[src/rtl/wormhole_out_alloc_if.sv]
// Handshake and crossbar-select bundle between the input buffers, the
// output allocator and the downstream link of one router output port.
interface wormhole_out_alloc_if #(
    parameter int unsigned IN_N = 5
);
    localparam int unsigned SEL_W = $clog2(IN_N);

    logic [IN_N-1:0]  req_i;
    logic [IN_N-1:0]  valid_i;
    logic [IN_N-1:0]  tail_i;
    logic             out_ready_i;
    logic             out_valid_o;
    logic [IN_N-1:0]  in_ready_o;
    logic [SEL_W-1:0] sel_o;
    logic             locked_o;

    modport master (
        output req_i, valid_i, tail_i, out_ready_i,
        input  out_valid_o, in_ready_o, sel_o, locked_o
    );

    modport slave (
        input  req_i, valid_i, tail_i, out_ready_i,
        output out_valid_o, in_ready_o, sel_o, locked_o
    );
endinterface

[src/rtl/wormhole_out_alloc.sv]
// Wormhole output-port allocator: least-recently-granted matrix arbitration,
// packet-long ownership, and valid/ready gating toward the owning input.
module wormhole_out_alloc #(
    parameter int unsigned IN_N = 5
) (
    input  logic                 clk_i,
    input  logic                 rst_i,
    wormhole_out_alloc_if.slave  bus
);
    localparam int unsigned SEL_W = $clog2(IN_N);

    typedef enum logic {IDLE, LOCKED} state_e;

    typedef logic [IN_N-1:0][IN_N-1:0] prio_t;

    state_e           state_q, state_d;
    logic [SEL_W-1:0] owner_q, owner_d;
    prio_t            prio_q,  prio_d;

    logic [IN_N-1:0]  blocked;
    logic [IN_N-1:0]  gnt;
    logic [SEL_W-1:0] gnt_idx;
    logic [IN_N-1:0]  own_oh;
    logic             locked;
    logic             owner_valid;
    logic             owner_tail;
    logic             xfer;

    // Reset ordering: lower index beats higher index.
    function automatic prio_t prio_init();
        prio_t p;
        p = '0;
        for (int unsigned i = 0; i < IN_N; i++) begin
            for (int unsigned j = 0; j < IN_N; j++) begin
                p[i][j] = (i < j);
            end
        end
        return p;
    endfunction

    // A requester wins when no other active requester beats it; diagonal is always 0.
    always_comb begin
        blocked = '0;
        gnt_idx = '0;
        for (int unsigned i = 0; i < IN_N; i++) begin
            for (int unsigned j = 0; j < IN_N; j++) begin
                blocked[i] = blocked[i] | (bus.req_i[j] & prio_q[j][i]);
            end
        end
        gnt = bus.req_i & ~blocked;
        for (int unsigned i = 0; i < IN_N; i++) begin
            if (gnt[i]) begin
                gnt_idx = SEL_W'(i);
            end
        end
    end

    always_comb begin
        own_oh = '0;
        for (int unsigned i = 0; i < IN_N; i++) begin
            own_oh[i] = (owner_q == SEL_W'(i));
        end
    end

    assign locked      = (state_q == LOCKED);
    assign owner_valid = |(bus.valid_i & own_oh);
    assign owner_tail  = |(bus.tail_i & own_oh);
    assign xfer        = locked & owner_valid & bus.out_ready_i;

    // Handshake is a pure function of registered ownership and the live handshake inputs.
    assign bus.out_valid_o = locked & owner_valid;
    assign bus.in_ready_o  = locked ? (own_oh & {IN_N{bus.out_ready_i}}) : '0;
    assign bus.sel_o       = owner_q;
    assign bus.locked_o    = locked;

    always_comb begin
        state_d = state_q;
        owner_d = owner_q;
        prio_d  = prio_q;
        case (state_q)
            IDLE: begin
                if (|bus.req_i) begin
                    state_d = LOCKED;
                    owner_d = gnt_idx;
                    // Winner drops to lowest priority against everyone else.
                    for (int unsigned i = 0; i < IN_N; i++) begin
                        for (int unsigned j = 0; j < IN_N; j++) begin
                            if (gnt[i] && (i != j)) begin
                                prio_d[i][j] = 1'b0;
                                prio_d[j][i] = 1'b1;
                            end
                        end
                    end
                end
            end
            LOCKED: begin
                if (xfer && owner_tail) begin
                    state_d = IDLE;
                end
            end
            default: begin
                state_d = IDLE;
            end
        endcase
    end

    always_ff @(posedge clk_i) begin
        if (rst_i) begin
            state_q <= IDLE;
            owner_q <= '0;
            prio_q  <= prio_init();
        end else begin
            state_q <= state_d;
            owner_q <= owner_d;
            prio_q  <= prio_d;
        end
    end
endmodule

[src/flat_wrapper.sv]
// flat-port wrapper written by rule: the top's interface ports become plain ports
module wormhole_out_alloc_flat 
#(
    parameter int unsigned IN_N = 5
)
  (clk_i, rst_i, bus_req_i, bus_valid_i, bus_tail_i, bus_out_ready_i, bus_out_valid_o, bus_in_ready_o, bus_sel_o, bus_locked_o);
  wormhole_out_alloc_if #(.IN_N(IN_N)) bus_i ();
  input  logic clk_i;
  input  logic rst_i;
  input wire logic [$bits(bus_i.req_i)-1:0] bus_req_i;
  input wire logic [$bits(bus_i.valid_i)-1:0] bus_valid_i;
  input wire logic [$bits(bus_i.tail_i)-1:0] bus_tail_i;
  input wire logic [$bits(bus_i.out_ready_i)-1:0] bus_out_ready_i;
  output wire logic [$bits(bus_i.out_valid_o)-1:0] bus_out_valid_o;
  output wire logic [$bits(bus_i.in_ready_o)-1:0] bus_in_ready_o;
  output wire logic [$bits(bus_i.sel_o)-1:0] bus_sel_o;
  output wire logic [$bits(bus_i.locked_o)-1:0] bus_locked_o;
  assign bus_i.req_i = bus_req_i;
  assign bus_i.valid_i = bus_valid_i;
  assign bus_i.tail_i = bus_tail_i;
  assign bus_i.out_ready_i = bus_out_ready_i;
  assign bus_out_valid_o = bus_i.out_valid_o;
  assign bus_in_ready_o = bus_i.in_ready_o;
  assign bus_sel_o = bus_i.sel_o;
  assign bus_locked_o = bus_i.locked_o;
  wormhole_out_alloc #(.IN_N(IN_N)) u_core (.clk_i(clk_i), .rst_i(rst_i), .bus(bus_i));
endmodule
[config.mk]
export PLATFORM = sky130hd
export DESIGN_NAME = wormhole_out_alloc_flat
export DESIGN_NICKNAME = d
export VERILOG_FILES = /design/src/rtl/wormhole_out_alloc_if.sv /design/src/rtl/wormhole_out_alloc.sv /design/src/flat_wrapper.sv
export SDC_FILE = /design/constraint.sdc
export NUM_CORES = 1
export LEC_CHECK = 0
export ABC_AREA = 1
export BUFFER_PORTS_ARGS = -buffer_cell sky130_fd_sc_hd__buf_2
export CAP_MARGIN = 5
export CORE_MARGIN = 2
export CORE_UTILIZATION = 45
export DETAILED_ROUTE_END_ITERATION = 12
export PLACE_DENSITY_LB_ADDON = 0.05
export SETUP_SLACK_MARGIN = 0.5
export SLEW_MARGIN = 20
export SYNTH_ARGS = -nofsm -noshare
export SYNTH_HDL_FRONTEND = slang
export SYNTH_SLANG_ARGS = --single-unit
[constraint.sdc]
create_clock -name clk_i -period 2.1 [get_ports clk_i]
set_clock_uncertainty 0.05 [all_clocks]
set_input_delay 0 -clock clk_i [delete_from_list [all_inputs] [get_ports clk_i]]
set_output_delay 0 -clock clk_i [all_outputs]
set_load 0.03 [all_outputs]
==> qor.yml, run 1 <==
vias_per_cell: 4.99
final_cells: 226
synth.top_cells.by_area: "dfxtp_1 41%, nand2_1 18%, nor2_1 5.2%, nand3_1 4.7%, inv_1 3.2%"
die_h_um: 54.8
clock-sinks: 24
synth_top_cell_by_area: "dfxtp_1"
dieArea_um2: 3010
io_buffers: 27
grt_max_degree: 15
clk_latency_ns: 0.31
synth_area_per_cell_um2: 7.09
power-per-cell-area_nw_per_um2: 760
cts_tree: "done"
htree_levels: 1
synth_top_area_share_pct: 41.3
regArea_um2: 487
slew_violations: 0
synth_nets: 182
outcome: "completed"
hp-class: "primary input to flip-flop"
finalSetupViolCount: 0
first_iter_violations: 24
grtUsageMet1_pct: 26.7
multi_input_area_um2: 628
worstPathMaxFanout: 7
crit_required_ns: 2.05
cts_buffers: 3
grt_use_met3_pct: 4.92
ios: 28
hold_slack_ns: 0.0137
coreArea_um2: 2450
num_vias: 1127
hpwl_um: 2010
fin_setup_tns_ns: 0
start_util_pct: 47.3
place_area_um2: 1340
fin_area_um2: 1450
firstDrtPassIters: 4
antenna_found_initial: 0
dp_slack_ns: 0.669
place_inst: 218
nFillCells: 234
drc: 0
ant_nets: 0
finalCriticalPeriod_ns: 1.51
final_common_cell: "nand2_1"
grt_overflow: 0
yosysSeqAreaShare_pct: 41.3
gp_congestion: 0.806
layout-drive-gt1-share_pct: 32.1
clkTransAtPathRegs_ns: 0.12
rsz0062_at_grt: "false"
syn_inst: 164
leakage_nw: 0.734
gr-usage-all-layers_pct: 19.2
grt_pass1_wl_um: 4030
die_w_um: 54.8
yosys_register_bits: 24
area_delta_synth_final_pct: 24.4
crit_buf_inv: 2
drv_cap: 0
grt_pass1_vias: 866
finalCritPeriodShare_pct: 71.8
critPathCaptureType: "output pin"
busiest_layer: "met2"
finalWorstSetupSlack_ns: 0.591
routed_wirelength_um: 2640
worstPathArrival_ns: 1.46
startpoint_type: "flip-flop"
wl_per_cell_um: 11.7
mostFrequentLayoutCells: "56 x nand2_1, 27 x buf_2, 21 x dfxtp_1, 15 x nor2_1, 11 x nand3_1"
clock-root-buffer: "clkbuf_4"
yosys.cell_types.count: 28
crit_chain: "inv_1, nor3_2, nand2_1, a21oi_2, buf_2"
synth_area_um2: 1160
crit_type: "flip-flop to output pin"
diodes: 0
total_power_mw: 1.10
crit_path_top_delay_cell: "dfxtp_4"
final_nets: 215
worst_pin_slew_ns: 0.303
critical-path-top-delay-family: "flip-flops"
rows: 18
grtUsageMet2_pct: 29.4
max_stage_delay_ns: 0.42
ys.warnings.count: 0
hold_viol: 0
max-slew-margin-rel_pct: 79.7
final_util_pct: 58.9
clockBufferDepth: 2
vdd_ir_drop_max_mv: 0.558
max_freq_mhz: 663
-- synth_stat cells (all sizes together) --
master / count
nand2: 61
dfxtp: 24
nor2: 20
inv: 16
nand3: 12
a21oi: 7
nand4: 5
o21a: 4
buf: 3
nor4: 3
a211oi: 2
clkinv: 2
nor3: 2
o21ai: 2
o22ai: 1
-- flip-flops by register name, summed over array words and instances, names as in the netlist --
name / flops
u_core.prio_q: 20
u_core.bus.sel_o: 3
u_core.bus.locked_o: 1
-- cell type report --
type,count,share of cell area [%]
flip-flops and latches,24,33.7
clock inverters,1,2.08
inverters,18,4.93
well taps,30,2.60
multi-input cells,119,43.4
clock buffers,3,1.56
repair buffers,31,11.8
-- path summary, 6_finish.rpt --
kind	to	from	slack, ns	cells after the start
worst max-delay path	bus_out_valid_o	u_core.bus.sel_o[1]	0.59	5
worst min register to register	u_core.prio_q[14]	u_core.prio_q[14]	0.41	2
worst min-delay path	u_core.bus.locked_o	bus_tail_i[2]	0.01	6
worst max register to register	u_core.prio_q[11]	u_core.prio_q[16]	0.81	8
-- worst register-to-register path: stages (launching register included) --
cell and delay (ns):
dfxtp_1 0.34, nand2_1 0.06, nand2_1 0.05, a211oi_2 0.29, nand2_2 0.18, nand2_1 0.09
o21ai_1 0.06, nand2_1 0.07, inv_1 0.03
-- report_power, final --
part	total, mW	switching, mW	internal (mW)
sequential	0.530	0.0329	0.497
clock	0.328	0.135	0.193
combinational	0.241	0.153	0.0888
total	1.10	0.321	0.779
-- logic make-up (layout without fill, tap and decap cells) --
kind of cell / Yosys count / after routing / synth area share [%]
flops: 24 / 24 / 41.3
compound gates: 16 / 16 / 10.0
simple gates: 103 / 103 / 41.0
buf+inv: 21 / 53 / 7.64
-- what timing repair did --
item / CTS / global route
setup buffers: 0 / 2
resized for setup: 3 / 4
hold buffers: 2 / 0
pin swaps: 0 / 0
endpoints found under the setup margin: 1 / 1
endpoints found under the hold margin: 5 / 0
-- layer usage --
layer | up-vias | part of all wire, %
li1 | 593 | -
met1 | 502 | 47
met2 | 30 | 46
met3 | 2 | 6.3
met4 | 0 | 0.64
met5 | - | 0
Power figures use the tool's default switching activity.
==> run 2, diff against run 1 <==
- ABC_AREA: 1 -> 0
- clock period: 2.1 -> 1.4 ns (I/O delays scaled with it)
==> run 2 against run 1 <==
  * The run now ends with setup timing left
  * Flip-flop and latch count unchanged
  * Cell count down 14%
  * Total power up 47%
  * Critical path type unchanged
  * Critical endpoint unchanged
==> qor.yml, run 2 <==
cts_tree: "done"
yosys_register_bits: 24  # unchanged
coreArea_um2: 2250  # -8.2%
wl_per_cell_um: 16.5  # +41%
leakage_nw: 0.724  # -1.5%
rows: 17  # -1
hpwl_um: 1980  # -1.4%
synth_top_cell_by_area: "dfxtp_1"
final_cells: 195  # -14%
grt_overflow: 0  # unchanged
synth_edf_count: 0  # unchanged
drc: 0  # unchanged
clkTransAtPathRegs_ns: 0.13  # about the same
worstPathArrival_ns: 1.55  # +0.09 ns
synth_area_um2: 1080  # -6.7%
fin_setup_tns_ns: -0.833  # -0.833 ns
firstDrtPassIters: 4  # unchanged
synth_area_per_cell_um2: 9.04  # +28%
place_inst: 176  # -19%
grt_pass1_wl_um: 4790  # +19%
crit_required_ns: 1.35  # -0.70 ns
final_nets: 186  # -13%
finalCriticalPeriod_ns: 1.60
synth.top_cells.by_area: "dfxtp_1 44%, nand2_1 6.6%, o21a_1 5.5%, a222oi_1 2.8%, a2111oi_2 2.8%"
rsz0062_at_grt: "true"
cts_buffers: 3  # unchanged
synth_top_area_share_pct: 44.3  # +3.0 points
finalWorstSetupSlack_ns: -0.197  # -0.788 ns
ys.warnings.count: 0  # unchanged
largest_reg_flops: 20  # unchanged
violations: "setup timing"
crit_chain: "mux2i_1, o32a_1, o21ai_1, and2_4, buf_6"
clk_latency_ns: 0.32  # about the same
hold_buffers: 1  # -1
antenna_found_initial: 0  # unchanged
vias_per_cell: 5.73  # +15%
worstPathMaxFanout: 4  # -3
critical-path-top-delay-family: "flip-flops"
top_register: "u_core.prio_q"
num_vias: 1117  # -0.89%
finalCritPeriodShare_pct: 114
synthTopCellsByCount: "24 x dfxtp_1, 19 x nand2_1, 8 x o21a_1, 6 x nor2_1, 5 x inv_1"
dieArea_um2: 2820  # -6.2%
fin_area_um2: 1710  # +18%
htree_levels: 1  # unchanged
max-slew-margin-rel_pct: 73.6  # -6.1 points
grt_max_degree: 15  # unchanged
hold_viol: 0  # unchanged
outcome: "finished, violations left"
max_stage_delay_ns: 0.39  # -0.03 ns
power-per-cell-area_nw_per_um2: 948  # +25%
place_area_um2: 1360  # +1.2%
vdd_ir_drop_max_mv: 1.11  # +98%
worst_pin_slew_ns: 0.395  # +0.0924 ns
max_freq_mhz: 626
ant_nets: 0  # unchanged
crit_path_top_delay_cell: "dfxtp_4"
clock-sinks: 24  # unchanged
drv_cap: 0  # unchanged
layout-drive-gt1-share_pct: 58.7  # +27 points
finalSetupViolCount: 13  # +13
hp-class: "primary input to flip-flop"
diodes: 0  # unchanged
yosys.cell_types.count: 40  # +43%
async_flop_share_pct: 0  # unchanged
crit_type: "flip-flop to output pin"
die_w_um: 53.1  # -3.1%
gp_congestion: 0.830  # +3.0%
critPathCaptureType: "output pin"
crit_buf_inv: 1  # -1
final_util_pct: 75.9  # +17 points
clockBufferDepth: 2  # unchanged
synth_nets: 138  # -24%
start_util_pct: 48.1  # +0.76 points
area_delta_synth_final_pct: 57.7
gr-usage-all-layers_pct: 23.5  # +4.3 points
io_buffers: 27  # unchanged
mostFrequentLayoutCells: "17 x buf_2, 15 x buf_4, 14 x nand2_1, 14 x buf_6, 11 x dfxtp_1"
syn_inst: 120  # -27%
routed_wirelength_um: 3220  # +22%
slew_violations: 0  # unchanged
ios: 28  # unchanged
die_h_um: 53.1  # -3.1%
grt_pass1_vias: 1051  # +21%
nFillCells: 154  # -34%
synth_ff_type: "dfxtp_1"
clock-root-buffer: "clkbuf_4"
yosysSeqAreaShare_pct: 44.3  # +3.0 points
final_common_cell: "buf_2"
first_iter_violations: 33  # +38%
startpoint_type: "flip-flop"
yosysMostFrequentCell: "dfxtp_1"
==> run 2: changes by cell type after synthesis, sizes merged, moves of 4 or more <==
| cell | change |
|---|---|
| inv | -11 |
| nand2 | -42 |
| nand3 | -8 |
| nand4 | -4 |
| nor2 | -13 |
| o21a | +5 |
| o21ai | +5 |
==> run 2: final cells by class <==
cell class	instances	area (um2)	area share (%)
multi-input combinational	85	717	41.9
inverter	6	23.8	1.39
timing repair buffer	48	380	22.2
sequential	24	507	29.6
clock buffer	4	47.5	2.78
tap	28	35.0	2.05
==> run 2: path summary, 6_finish.rpt <==
kind / end / depth (start not counted) / start / slack [ns]
min reg2reg: u_core.prio_q[3] / 2 / u_core.prio_q[3] / 0.42
max reg2reg: u_core.bus.locked_o / 5 / u_core.bus.sel_o[2] / -0.14
min: u_core.bus.locked_o / 3 / bus_tail_i[4] / 0.02
max: bus_out_valid_o / 5 / u_core.bus.sel_o[2] / -0.20
==> run 2: per-stage QoR <==
| stage | setup slack [ns] | power [mW] | hold slack, ns |
|---|---|---|---|
| 3_5_place_dp | -0.0150 | 1.08 | 0.320 |
| 6_report | -0.197 | 1.62 | 0.0189 |
| 4_1_cts | -0.170 | 1.55 | -0.00798 |
| 2_1_floorplan | -0.164 | 0.984 | 0.102 |
| 5_1_grt | -0.271 | 1.68 | 0.0194 |
| 3_3_place_gp | 0.0137 | 1.07 | 0.308 |
==> run 2: kinds of logic after synthesis <==
family          count (synthesis)  share of synthesized area (%)
compound gates                 35                           25.3
buf+inv                        11                           5.07
flops                          24                           44.3
mux                             2                           3.00
simple gates                   48                           22.4
==> run 2: tightest hold or removal path: cells and delay by family <==
family / cells / cell delay (ns)
AOI/OAI and AO/OA: 1 / 0.09
buffers and inverters: 1 / 0.08
and+or+nand+nor: 1 / 0.19
==> run 2: power breakdown <==
| part | internal, mW | leakage (nW) | total [mW] | switching (mW) |
|---|---|---|---|---|
| clock | 0.218 | 0.0261 | 0.430 | 0.212 |
| combinational | 0.204 | 0.497 | 0.417 | 0.213 |
| sequential | 0.735 | 0.200 | 0.774 | 0.0391 |
| total | 1.16 | 0.724 | 1.62 | 0.464 |
==> run 2: layer usage <==
metal,wire [um],part of all wire (%),vias up,GRT usage [%]
met5,0,0,-,0
met2,1540,48,37,37.3
met3,179,5.6,8,5.08
met1,1430,45,535,32.2
li1,-,-,537,-
met4,66,2.1,0,6.41
==> run 2: repair_timing <==
action                                  4_1_cts  5_1_grt
gates resized for setup                      33       27
endpoints found under the setup margin       34       34
setup buffers                                 5        9
endpoints found under the hold margin         2        1
pin swaps                                    16       10
